**src/rtl/rx_payload_alloc_if.sv**
```systemverilog
`default_nettype none
// ============================================================================
// Module      : rx_payload_alloc_if
// Description : Bundles every handshake/bus signal of rx_payload_alloc:
//               the allocation request and response channels, the head and
//               tail pointer read ports and the tail pointer write port.
//               master = the allocator, slave = its environment.
// Ports       : alloc_req_*      request (flowid, len) into the allocator
//               head_ptr_rd_*    head pointer read request/response
//               tail_ptr_rd_*    tail pointer read request/response
//               tail_ptr_wr_*    tail pointer write request
//               alloc_resp_*     allocation result (accept, flowid, ptr, len)
// Revision    : 1.0 - initial release
// ============================================================================
interface rx_payload_alloc_if #(
    parameter int FLOWID_W = 8,
    parameter int PTR_W    = 12,
    parameter int LEN_W    = 16
);
    logic                alloc_req_val;
    logic                alloc_req_rdy;
    logic [FLOWID_W-1:0] alloc_req_flowid;
    logic [LEN_W-1:0]    alloc_req_len;

    logic                head_ptr_rd_req_val;
    logic                head_ptr_rd_req_rdy;
    logic [FLOWID_W-1:0] head_ptr_rd_req_addr;
    logic                head_ptr_rd_resp_val;
    logic                head_ptr_rd_resp_rdy;
    logic [PTR_W:0]      head_ptr_rd_resp_data;

    logic                tail_ptr_rd_req_val;
    logic                tail_ptr_rd_req_rdy;
    logic [FLOWID_W-1:0] tail_ptr_rd_req_addr;
    logic                tail_ptr_rd_resp_val;
    logic                tail_ptr_rd_resp_rdy;
    logic [PTR_W:0]      tail_ptr_rd_resp_data;

    logic                tail_ptr_wr_req_val;
    logic                tail_ptr_wr_req_rdy;
    logic [FLOWID_W-1:0] tail_ptr_wr_req_addr;
    logic [PTR_W:0]      tail_ptr_wr_req_data;

    logic                alloc_resp_val;
    logic                alloc_resp_rdy;
    logic                alloc_resp_accept;
    logic [FLOWID_W-1:0] alloc_resp_flowid;
    logic [PTR_W:0]      alloc_resp_ptr;
    logic [LEN_W-1:0]    alloc_resp_len;

    modport master (
        input  alloc_req_val, alloc_req_flowid, alloc_req_len,
        output alloc_req_rdy,
        output head_ptr_rd_req_val, head_ptr_rd_req_addr, head_ptr_rd_resp_rdy,
        input  head_ptr_rd_req_rdy, head_ptr_rd_resp_val, head_ptr_rd_resp_data,
        output tail_ptr_rd_req_val, tail_ptr_rd_req_addr, tail_ptr_rd_resp_rdy,
        input  tail_ptr_rd_req_rdy, tail_ptr_rd_resp_val, tail_ptr_rd_resp_data,
        output tail_ptr_wr_req_val, tail_ptr_wr_req_addr, tail_ptr_wr_req_data,
        input  tail_ptr_wr_req_rdy,
        output alloc_resp_val, alloc_resp_accept, alloc_resp_flowid,
        output alloc_resp_ptr, alloc_resp_len,
        input  alloc_resp_rdy
    );

    modport slave (
        output alloc_req_val, alloc_req_flowid, alloc_req_len,
        input  alloc_req_rdy,
        input  head_ptr_rd_req_val, head_ptr_rd_req_addr, head_ptr_rd_resp_rdy,
        output head_ptr_rd_req_rdy, head_ptr_rd_resp_val, head_ptr_rd_resp_data,
        input  tail_ptr_rd_req_val, tail_ptr_rd_req_addr, tail_ptr_rd_resp_rdy,
        output tail_ptr_rd_req_rdy, tail_ptr_rd_resp_val, tail_ptr_rd_resp_data,
        input  tail_ptr_wr_req_val, tail_ptr_wr_req_addr, tail_ptr_wr_req_data,
        output tail_ptr_wr_req_rdy,
        input  alloc_resp_val, alloc_resp_accept, alloc_resp_flowid,
        input  alloc_resp_ptr, alloc_resp_len,
        output alloc_resp_rdy
    );
endinterface
`default_nettype wire

```
**src/rtl/rx_payload_alloc.sv**
```systemverilog
`default_nettype none
// ============================================================================
// Module      : rx_payload_alloc
// Description : Per-flow RX payload buffer allocator. For each request it
//               reads the flow's head and tail pointers, decides whether
//               len bytes fit in the 2^PTR_W byte ring, advances the tail
//               pointer when they do, and reports the result together with
//               the pre-allocation tail (the payload write address).
//               One request is in flight at a time.
// Ports       : clk  - sole clock
//               rst  - asynchronous active-high reset
//               bus  - rx_payload_alloc_if.master (all handshake channels)
// Revision    : 1.0 - initial release
// ============================================================================
module rx_payload_alloc #(
    parameter int FLOWID_W = 8,
    parameter int PTR_W    = 12,
    parameter int LEN_W    = 16
) (
    input  wire logic            clk,
    input  wire logic            rst,
    rx_payload_alloc_if.master   bus
);
    localparam int c_PW    = PTR_W + 1;
    // Wide enough that len + used never overflows.
    localparam int c_CMP_W = ((LEN_W > c_PW) ? LEN_W : c_PW) + 1;
    localparam logic [c_CMP_W-1:0] c_CAP = c_CMP_W'(1) << PTR_W;

    localparam logic [2:0] c_IDLE    = 3'd0;
    localparam logic [2:0] c_RD_REQ  = 3'd1;
    localparam logic [2:0] c_RD_RESP = 3'd2;
    localparam logic [2:0] c_WR      = 3'd3;
    localparam logic [2:0] c_RESP    = 3'd4;

    logic [2:0]          r_state;
    logic [FLOWID_W-1:0] r_flowid;
    logic [LEN_W-1:0]    r_len;
    logic [PTR_W:0]      r_head;
    logic [PTR_W:0]      r_tail;
    logic                r_req_rdy;
    logic                r_head_rd_val;
    logic                r_tail_rd_val;
    logic                r_head_issued;
    logic                r_tail_issued;
    logic                r_head_rsp_rdy;
    logic                r_tail_rsp_rdy;
    logic                r_head_got;
    logic                r_tail_got;
    logic                r_wr_val;
    logic                r_wr_pend;
    logic [PTR_W:0]      r_wr_data;
    logic                r_resp_val;
    logic                r_accept;

    logic [PTR_W:0]      w_used;
    logic [c_CMP_W-1:0]  w_need;
    logic [c_CMP_W-1:0]  w_tail_sum;
    logic                w_accept;
    logic                w_head_hs;
    logic                w_tail_hs;
    logic                w_head_cap;
    logic                w_tail_cap;

    // Pointer difference is taken modulo 2^(PTR_W+1); the wrap bit makes a
    // full ring (used == 2^PTR_W) distinguishable from an empty one.
    assign w_used     = r_tail - r_head;
    // len <= cap - used rewritten as len + used <= cap so nothing goes negative.
    assign w_need     = c_CMP_W'(r_len) + c_CMP_W'(w_used);
    assign w_accept   = (w_need <= c_CAP);
    assign w_tail_sum = c_CMP_W'(r_tail) + c_CMP_W'(r_len);

    assign w_head_hs  = r_head_rd_val & bus.head_ptr_rd_req_rdy;
    assign w_tail_hs  = r_tail_rd_val & bus.tail_ptr_rd_req_rdy;
    assign w_head_cap = r_head_rsp_rdy & bus.head_ptr_rd_resp_val;
    assign w_tail_cap = r_tail_rsp_rdy & bus.tail_ptr_rd_resp_val;

    always_ff @(posedge clk or posedge rst) begin
        if (rst) begin
            r_state        <= c_IDLE;
            r_flowid       <= '0;
            r_len          <= '0;
            r_head         <= '0;
            r_tail         <= '0;
            r_req_rdy      <= 1'b0;
            r_head_rd_val  <= 1'b0;
            r_tail_rd_val  <= 1'b0;
            r_head_issued  <= 1'b0;
            r_tail_issued  <= 1'b0;
            r_head_rsp_rdy <= 1'b0;
            r_tail_rsp_rdy <= 1'b0;
            r_head_got     <= 1'b0;
            r_tail_got     <= 1'b0;
            r_wr_val       <= 1'b0;
            r_wr_pend      <= 1'b0;
            r_wr_data      <= '0;
            r_resp_val     <= 1'b0;
            r_accept       <= 1'b0;
        end else begin
            case (r_state)
                c_IDLE: begin
                    r_req_rdy <= 1'b1;
                    if (r_req_rdy && bus.alloc_req_val) begin
                        r_req_rdy     <= 1'b0;
                        r_flowid      <= bus.alloc_req_flowid;
                        r_len         <= bus.alloc_req_len;
                        r_head_rd_val <= 1'b1;
                        r_tail_rd_val <= 1'b1;
                        r_head_issued <= 1'b0;
                        r_tail_issued <= 1'b0;
                        r_state       <= c_RD_REQ;
                    end
                end
                c_RD_REQ: begin
                    if (w_head_hs) begin
                        r_head_rd_val <= 1'b0;
                        r_head_issued <= 1'b1;
                    end
                    if (w_tail_hs) begin
                        r_tail_rd_val <= 1'b0;
                        r_tail_issued <= 1'b1;
                    end
                    if ((r_head_issued || w_head_hs) && (r_tail_issued || w_tail_hs)) begin
                        r_head_rsp_rdy <= 1'b1;
                        r_tail_rsp_rdy <= 1'b1;
                        r_head_got     <= 1'b0;
                        r_tail_got     <= 1'b0;
                        r_state        <= c_RD_RESP;
                    end
                end
                c_RD_RESP: begin
                    if (w_head_cap) begin
                        r_head         <= bus.head_ptr_rd_resp_data;
                        r_head_rsp_rdy <= 1'b0;
                        r_head_got     <= 1'b1;
                    end
                    if (w_tail_cap) begin
                        r_tail         <= bus.tail_ptr_rd_resp_data;
                        r_tail_rsp_rdy <= 1'b0;
                        r_tail_got     <= 1'b1;
                    end
                    if ((r_head_got || w_head_cap) && (r_tail_got || w_tail_cap)) begin
                        r_wr_pend <= 1'b0;
                        r_state   <= c_WR;
                    end
                end
                c_WR: begin
                    // First WR cycle decides; r_wr_pend guarantees at most
                    // one tail write per request.
                    if (!r_wr_pend) begin
                        r_accept <= w_accept;
                        if (w_accept && (r_len != '0)) begin
                            r_wr_val  <= 1'b1;
                            r_wr_data <= w_tail_sum[PTR_W:0];
                            r_wr_pend <= 1'b1;
                        end else begin
                            r_resp_val <= 1'b1;
                            r_state    <= c_RESP;
                        end
                    end else if (bus.tail_ptr_wr_req_rdy) begin
                        r_wr_val   <= 1'b0;
                        r_resp_val <= 1'b1;
                        r_state    <= c_RESP;
                    end
                end
                c_RESP: begin
                    if (bus.alloc_resp_rdy) begin
                        r_resp_val <= 1'b0;
                        r_req_rdy  <= 1'b1;
                        r_state    <= c_IDLE;
                    end
                end
                default: r_state <= c_IDLE;
            endcase
        end
    end

    assign bus.alloc_req_rdy        = r_req_rdy;
    assign bus.head_ptr_rd_req_val  = r_head_rd_val;
    assign bus.head_ptr_rd_req_addr = r_flowid;
    assign bus.head_ptr_rd_resp_rdy = r_head_rsp_rdy;
    assign bus.tail_ptr_rd_req_val  = r_tail_rd_val;
    assign bus.tail_ptr_rd_req_addr = r_flowid;
    assign bus.tail_ptr_rd_resp_rdy = r_tail_rsp_rdy;
    assign bus.tail_ptr_wr_req_val  = r_wr_val;
    assign bus.tail_ptr_wr_req_addr = r_flowid;
    assign bus.tail_ptr_wr_req_data = r_wr_data;
    assign bus.alloc_resp_val       = r_resp_val;
    assign bus.alloc_resp_accept    = r_accept;
    assign bus.alloc_resp_flowid    = r_flowid;
    assign bus.alloc_resp_ptr       = r_tail;
    assign bus.alloc_resp_len       = r_len;

endmodule
`default_nettype wire
```
**src/flat_wrapper.sv**
```systemverilog
// flat-port wrapper written by rule: the top's interface ports become plain ports
module rx_payload_alloc_flat 
#(
    parameter int FLOWID_W = 8,
    parameter int PTR_W    = 12,
    parameter int LEN_W    = 16
)
  (clk, rst, bus_alloc_req_val, bus_alloc_req_flowid, bus_alloc_req_len, bus_alloc_req_rdy, bus_head_ptr_rd_req_val, bus_head_ptr_rd_req_addr, bus_head_ptr_rd_resp_rdy, bus_head_ptr_rd_req_rdy, bus_head_ptr_rd_resp_val, bus_head_ptr_rd_resp_data, bus_tail_ptr_rd_req_val, bus_tail_ptr_rd_req_addr, bus_tail_ptr_rd_resp_rdy, bus_tail_ptr_rd_req_rdy, bus_tail_ptr_rd_resp_val, bus_tail_ptr_rd_resp_data, bus_tail_ptr_wr_req_val, bus_tail_ptr_wr_req_addr, bus_tail_ptr_wr_req_data, bus_tail_ptr_wr_req_rdy, bus_alloc_resp_val, bus_alloc_resp_accept, bus_alloc_resp_flowid, bus_alloc_resp_ptr, bus_alloc_resp_len, bus_alloc_resp_rdy);
  rx_payload_alloc_if #(.FLOWID_W(FLOWID_W), .PTR_W(PTR_W), .LEN_W(LEN_W)) bus_i ();
  input  wire logic clk;
  input  wire logic rst;
  input wire logic [$bits(bus_i.alloc_req_val)-1:0] bus_alloc_req_val;
  input wire logic [$bits(bus_i.alloc_req_flowid)-1:0] bus_alloc_req_flowid;
  input wire logic [$bits(bus_i.alloc_req_len)-1:0] bus_alloc_req_len;
  output wire logic [$bits(bus_i.alloc_req_rdy)-1:0] bus_alloc_req_rdy;
  output wire logic [$bits(bus_i.head_ptr_rd_req_val)-1:0] bus_head_ptr_rd_req_val;
  output wire logic [$bits(bus_i.head_ptr_rd_req_addr)-1:0] bus_head_ptr_rd_req_addr;
  output wire logic [$bits(bus_i.head_ptr_rd_resp_rdy)-1:0] bus_head_ptr_rd_resp_rdy;
  input wire logic [$bits(bus_i.head_ptr_rd_req_rdy)-1:0] bus_head_ptr_rd_req_rdy;
  input wire logic [$bits(bus_i.head_ptr_rd_resp_val)-1:0] bus_head_ptr_rd_resp_val;
  input wire logic [$bits(bus_i.head_ptr_rd_resp_data)-1:0] bus_head_ptr_rd_resp_data;
  output wire logic [$bits(bus_i.tail_ptr_rd_req_val)-1:0] bus_tail_ptr_rd_req_val;
  output wire logic [$bits(bus_i.tail_ptr_rd_req_addr)-1:0] bus_tail_ptr_rd_req_addr;
  output wire logic [$bits(bus_i.tail_ptr_rd_resp_rdy)-1:0] bus_tail_ptr_rd_resp_rdy;
  input wire logic [$bits(bus_i.tail_ptr_rd_req_rdy)-1:0] bus_tail_ptr_rd_req_rdy;
  input wire logic [$bits(bus_i.tail_ptr_rd_resp_val)-1:0] bus_tail_ptr_rd_resp_val;
  input wire logic [$bits(bus_i.tail_ptr_rd_resp_data)-1:0] bus_tail_ptr_rd_resp_data;
  output wire logic [$bits(bus_i.tail_ptr_wr_req_val)-1:0] bus_tail_ptr_wr_req_val;
  output wire logic [$bits(bus_i.tail_ptr_wr_req_addr)-1:0] bus_tail_ptr_wr_req_addr;
  output wire logic [$bits(bus_i.tail_ptr_wr_req_data)-1:0] bus_tail_ptr_wr_req_data;
  input wire logic [$bits(bus_i.tail_ptr_wr_req_rdy)-1:0] bus_tail_ptr_wr_req_rdy;
  output wire logic [$bits(bus_i.alloc_resp_val)-1:0] bus_alloc_resp_val;
  output wire logic [$bits(bus_i.alloc_resp_accept)-1:0] bus_alloc_resp_accept;
  output wire logic [$bits(bus_i.alloc_resp_flowid)-1:0] bus_alloc_resp_flowid;
  output wire logic [$bits(bus_i.alloc_resp_ptr)-1:0] bus_alloc_resp_ptr;
  output wire logic [$bits(bus_i.alloc_resp_len)-1:0] bus_alloc_resp_len;
  input wire logic [$bits(bus_i.alloc_resp_rdy)-1:0] bus_alloc_resp_rdy;
  assign bus_i.alloc_req_val = bus_alloc_req_val;
  assign bus_i.alloc_req_flowid = bus_alloc_req_flowid;
  assign bus_i.alloc_req_len = bus_alloc_req_len;
  assign bus_alloc_req_rdy = bus_i.alloc_req_rdy;
  assign bus_head_ptr_rd_req_val = bus_i.head_ptr_rd_req_val;
  assign bus_head_ptr_rd_req_addr = bus_i.head_ptr_rd_req_addr;
  assign bus_head_ptr_rd_resp_rdy = bus_i.head_ptr_rd_resp_rdy;
  assign bus_i.head_ptr_rd_req_rdy = bus_head_ptr_rd_req_rdy;
  assign bus_i.head_ptr_rd_resp_val = bus_head_ptr_rd_resp_val;
  assign bus_i.head_ptr_rd_resp_data = bus_head_ptr_rd_resp_data;
  assign bus_tail_ptr_rd_req_val = bus_i.tail_ptr_rd_req_val;
  assign bus_tail_ptr_rd_req_addr = bus_i.tail_ptr_rd_req_addr;
  assign bus_tail_ptr_rd_resp_rdy = bus_i.tail_ptr_rd_resp_rdy;
  assign bus_i.tail_ptr_rd_req_rdy = bus_tail_ptr_rd_req_rdy;
  assign bus_i.tail_ptr_rd_resp_val = bus_tail_ptr_rd_resp_val;
  assign bus_i.tail_ptr_rd_resp_data = bus_tail_ptr_rd_resp_data;
  assign bus_tail_ptr_wr_req_val = bus_i.tail_ptr_wr_req_val;
  assign bus_tail_ptr_wr_req_addr = bus_i.tail_ptr_wr_req_addr;
  assign bus_tail_ptr_wr_req_data = bus_i.tail_ptr_wr_req_data;
  assign bus_i.tail_ptr_wr_req_rdy = bus_tail_ptr_wr_req_rdy;
  assign bus_alloc_resp_val = bus_i.alloc_resp_val;
  assign bus_alloc_resp_accept = bus_i.alloc_resp_accept;
  assign bus_alloc_resp_flowid = bus_i.alloc_resp_flowid;
  assign bus_alloc_resp_ptr = bus_i.alloc_resp_ptr;
  assign bus_alloc_resp_len = bus_i.alloc_resp_len;
  assign bus_i.alloc_resp_rdy = bus_alloc_resp_rdy;
  rx_payload_alloc #(.FLOWID_W(FLOWID_W), .PTR_W(PTR_W), .LEN_W(LEN_W)) u_core (.clk(clk), .rst(rst), .bus(bus_i));
endmodule
```
**config.mk**
```make
export PLATFORM = sky130hd
export DESIGN_NAME = rx_payload_alloc_flat
export DESIGN_NICKNAME = d
export VERILOG_FILES = /design/src/rtl/rx_payload_alloc_if.sv /design/src/rtl/rx_payload_alloc.sv /design/src/flat_wrapper.sv
export SDC_FILE = /design/constraint.sdc
export NUM_CORES = 1
export LEC_CHECK = 0
export BUFFER_PORTS_ARGS = -buffer_cell sky130_fd_sc_hd__buf_4
export CAP_MARGIN = 20
export CORE_MARGIN = 1
export CORE_UTILIZATION = 35
export DETAILED_ROUTE_END_ITERATION = 8
export GPL_TIMING_DRIVEN = 0
export PLACE_DENSITY_LB_ADDON = 0.2
export SLEW_MARGIN = 15
export SYNTH_ARGS = -nofsm -noshare
export SYNTH_HDL_FRONTEND = slang
export SYNTH_SLANG_ARGS = --single-unit
```
**constraint.sdc**
```tcl
create_clock -name clk -period 4.4 [get_ports clk]
set_input_delay 1.1 -clock clk [delete_from_list [all_inputs] [get_ports clk]]
set_output_delay 1.1 -clock clk [all_outputs]
set_load 0.01 [all_outputs]
```
==> impl_summary.txt <==
----------------------------------------------------
[Clock network]
  TritonCTS Buffers ... 9
  Clock Latency Late Sink ... around 350 ps
  Number of H-tree branching levels ... 3
  TritonCTS Sinks ... about 80
  Post-CTS Hold Buffers ... 0
  TritonCTS clock tree ... built
  Clock edge transition at the registers on the reported setup and hold paths ... around 60 ps
  Clk root buf ... sky130_fd_sc_hd__clkbuf_16
  Worst-case clock buffer depth ... 2

[Worst hold path]
  Kind of path behind the tightest hold check ... flip-flop to flip-flop

[Die]
  I/O pin count ... roughly 140
  Core Region ... about 14000 um^2
  Floorplan die area ... approximately 15000 um^2
  Number of standard-cell rows in the floorplan ... 43
  Die H ... 123 um
  Initial Utilization ... a little over a third
  Width of the chip ... approximately 120 um

[Timing]
  Achievable clock frequency ... roughly 240 MHz
  Measured slew at the worst slew-check pin ... a little under 700 ps
  Count of final hold-check violations ... 0
  Slew headroom ... 53.7%
  Minimum setup slack in the final design ... just under 200 ps
  Period utilization ... 95.6%
  Tmin final ... 4210 ps
  Final number of setup-violating endpoints ... 0
  Number of slew-limit violations in the final report ... 0
  Final clock skew ... 9.60 ps

[Yosys]
  Number of nets produced by synthesis ... 619
  Mean post-synth cell area ... just under 10 um^2
  Most frequently used cell type in the post-synthesis netlist ... sky130_fd_sc_hd__dfrtp_1
  Proportion of synthesized chip area in sequential cells ... roughly two fifths
  Number of synthesized flops with an enable pin ... 0
  Post-synthesis instance total ... 520
  Most used standard cells in the synthesized netlist ... sky130_fd_sc_hd__dfrtp_1, sky130_fd_sc_hd__nor2_1, sky130_fd_sc_hd__mux2_2, sky130_fd_sc_hd__ha_1, sky130_fd_sc_hd__inv_1
  Top post-synthesis cells by area ... sky130_fd_sc_hd__dfrtp_1, sky130_fd_sc_hd__mux2_2, sky130_fd_sc_hd__ha_1
  Async set-or-reset flop fraction in the synthesized netlist ... 100%
  Cell area after technology mapping ... 5130 um^2
  Top flip-flop cell by instance count after synthesis ... sky130_fd_sc_hd__dfrtp_1
  Synthesis warning total ... 0
  Post-synth top area share ... roughly 39%
  Count of cell types in the netlist ... 60
  Number of register bits inferred by synthesis ... 79
  Dominant cell type by area after synthesis ... sky130_fd_sc_hd__dfrtp_1

[Route]
  Number of vias after detailed routing ... about 4400
  First-pass DRT Iterations ... 4
  DRC Markers ... 0
  DR vias/cell ... ~5
  Number of nets with antenna violations after detailed routing ... 0
  Routed WL per cell ... 16.0 um
  Iter 0 DRT Violations ... around 210
  Drt total wl ... 13800 um

[Placed design]
  Post-DP Area ... around 6400 um^2
  Routability-driven placement congestion ratio ... a little over 0.8
  Placed Instances ... around 840
  Dpl hpwl ... 10700 um
  Input/output buffers ... 140
  Worst slack at placement ... -378 ps

[Global route]
  Number of global-route vias before repair ... ~4300
  Initial antenna violation count ... 0
  Global-route congestion overflow total ... 0
  First-pass GRT wire length ... approximately 21000 um
  Global-route usage over all layers ... roughly a fifth
  Largest net degree at the start of global routing ... 55

[Layout]
  Final instance count without filler cells ... between 800 and 900
  Final Instance Area ... 6870 um^2
  Fraction of final layout cells with drive strength greater than 1 ... 37.8%
  Filler instances ... 1356
  Area used by sequential logic in the layout ... 1980 um^2
  Layout overhead on the synthesized area ... 33.9%
  Total area of multi-input combinational cells ... 2860 um^2
  Diodes inserted ... 0
  NumNets Final ... 777

[Worst setup path]
  Critical path startpoint category ... flip-flop
  Most numerous cell on the critical path ... sky130_fd_sc_hd__ha_1
  Cells traversed along the worst timing path ... ha_1 > nor2b_1 > o21ai_2 > a21boi_2 > or4_4 > a31o_4 > nor2_1 > xnor2_1 > ha_1 > buf_2 > a21oi_4 > o21ai_0 > o21a_1 > a311oi_1 > and4_2 > o21a_4 > buf_12 > mux2_4
  Critical path arrival ... between 4000 and 5000 ps
  Critical-path cell with the highest stage delay ... sky130_fd_sc_hd__or4_4
  Largest fanout of any net on the critical path ... 10
  Type of the worst setup path ... flip-flop to flip-flop
  Slowest stage delay, CP ... about 430 ps
  Crit path capture type ... flip-flop
  Required @ worst endpoint ... about 4600 ps

[Outcome]
  Status ... complete, no violations

[Power]
  Pwr Density ... between 1000 and 1500 nW/um^2
  Leakage power ... around 0.0034 uW
  Maximum vdd drop ... between 500 and 600 uV

[Job]
  Number of max-capacitance violations reported ... 0

----------------------------------------------------
[layout by cell type (no fill, tap or decap), types with 3 or more instances in the layout]
master / count
sky130_fd_sc_hd__dfrtp_1: 79
sky130_fd_sc_hd__a21o_1: 11
sky130_fd_sc_hd__and3_1: 8
sky130_fd_sc_hd__ha_1: 35
sky130_fd_sc_hd__a211oi_1: 5
sky130_fd_sc_hd__inv_6: 3
sky130_fd_sc_hd__mux2_4: 6
sky130_fd_sc_hd__a21oi_1: 23
sky130_fd_sc_hd__clkbuf_16: 9
sky130_fd_sc_hd__fa_1: 3
sky130_fd_sc_hd__clkbuf_1: 11
sky130_fd_sc_hd__nor4_1: 6
sky130_fd_sc_hd__nand3_1: 15
sky130_fd_sc_hd__nand2_1: 29
sky130_fd_sc_hd__buf_4: 171
sky130_fd_sc_hd__o21ai_0: 24
sky130_fd_sc_hd__o21bai_1: 4
sky130_fd_sc_hd__o211ai_1: 4
sky130_fd_sc_hd__nand2b_1: 5
sky130_fd_sc_hd__nor2b_1: 5
sky130_fd_sc_hd__mux2_2: 43
sky130_fd_sc_hd__a31oi_1: 6
sky130_fd_sc_hd__inv_1: 31
sky130_fd_sc_hd__xor2_1: 3
sky130_fd_sc_hd__xnor2_1: 18
sky130_fd_sc_hd__o21a_1: 9
sky130_fd_sc_hd__nor2_1: 52
sky130_fd_sc_hd__nor3_1: 7
[cell type report]
| cell class | count | area share, % |
|---|---|---|
| multi-input cells | 371 | 41.7 |
| flip-flops and latches | 79 | 28.8 |
| repair buffers | 148 | 16.5 |
| plain buffers | 37 | 3.59 |
| clock buffers | 9 | 3.28 |
| well taps | 180 | 3.28 |
| inverters | 32 | 1.79 |
| clock inverters | 7 | 1.13 |
[metal layers]
layer | up-vias | routed length [um] | global-route usage (%)
met4 | 0 | 272 | 7.30
met2 | 132 | 6530 | 31.1
met1 | 2098 | 6270 | 23.6
met3 | 20 | 716 | 3.97
li1 | 2165 | - | -
met5 | - | 0 | 0
[where the power goes]
part	leakage, uW	internal (uW)	switching (uW)
clock network	0.000147	445	324
logic	0.00224	2360	2490
registers	0.000967	1030	376
[per-stage QoR]
step           util [%]  total power (uW)  TNS [ps]  hold WS [ps]
5_1_grt            48.7              7660     -16.8           521
2_1_floorplan         -              4680         0           451
6_report           48.7              7030         0           501
4_1_cts            48.1              6930         0           504
3_3_place_gp       45.4              5980     -3600           468
3_5_place_dp       45.7              6060     -4010           489
[final timing paths]
kind / cells after the start / slack, ps / start / to
setup / recovery: 18 / 190 / u_core.bus.alloc_resp_ptr[1] / u_core.bus.tail_ptr_wr_req_data[2]
hold / removal: 1 / 500 / u_core.r_head_got / u_core.r_head_got
setup reg to reg: 18 / 190 / u_core.bus.alloc_resp_ptr[1] / u_core.bus.tail_ptr_wr_req_data[2]
hold reg to reg: 1 / 500 / u_core.r_head_got / u_core.r_head_got
max in group asynchronous: 3 / 3070 / rst / u_core.bus.alloc_resp_len[5]
min in group asynchronous: 2 / 730 / rst / u_core.bus.alloc_resp_ptr[9]
[sequential cells by signal, indices dropped and copies added (netlist names)]
| register | flops |
|---|---|
| u_core.bus.alloc_req_rdy | 1 |
| u_core.bus.alloc_resp_accept | 1 |
| u_core.bus.alloc_resp_flowid | 8 |
| u_core.bus.alloc_resp_len | 16 |
| u_core.bus.alloc_resp_ptr | 13 |
| u_core.bus.alloc_resp_val | 1 |
| u_core.bus.head_ptr_rd_req_val | 1 |
| u_core.bus.head_ptr_rd_resp_rdy | 1 |
| u_core.bus.tail_ptr_rd_req_val | 1 |
| u_core.bus.tail_ptr_rd_resp_rdy | 1 |
| u_core.bus.tail_ptr_wr_req_data | 13 |
| u_core.bus.tail_ptr_wr_req_val | 1 |
| u_core.r_head | 13 |
| u_core.r_head_got | 1 |
| u_core.r_head_issued | 1 |
| u_core.r_state | 3 |
| u_core.r_tail_got | 1 |
| u_core.r_tail_issued | 1 |
| u_core.r_wr_pend | 1 |
[kinds of logic (layout without fill, tap and decap cells)]
family / after synthesis / in the layout / share of synthesized area (%)
and+or+nand+nor: 138 / 138 / 12.6
muxes: 51 / 51 / 11.6
xor gates and xnor gates: 21 / 21 / 3.59
adders and majority gates: 40 / 40 / 10.2
AOI/OAI and AO/OA: 121 / 121 / 16.4
buffers and inverters: 70 / 233 / 7.05
DFF: 79 / 79 / 38.5
[critical path, delay by kind of cell (launching register included)]
family                   cells  cell delay (ps)
AO/OA/AOI/OAI                8             1380
AND/OR/NAND/NOR              4              980
adder cells (fa/ha/maj)      2              540
flip-flops                   1              420
buffers and inverters        2              320
multiplexers                 1              300
XOR/XNOR                     1              130
[what timing repair did]
action                     CTS  global route
setup buffers                4             3
pin swaps                    3            11
resized for setup            7            14
setup endpoints to repair   15            16
Note: power is estimated with default switching activity, not from simulation.
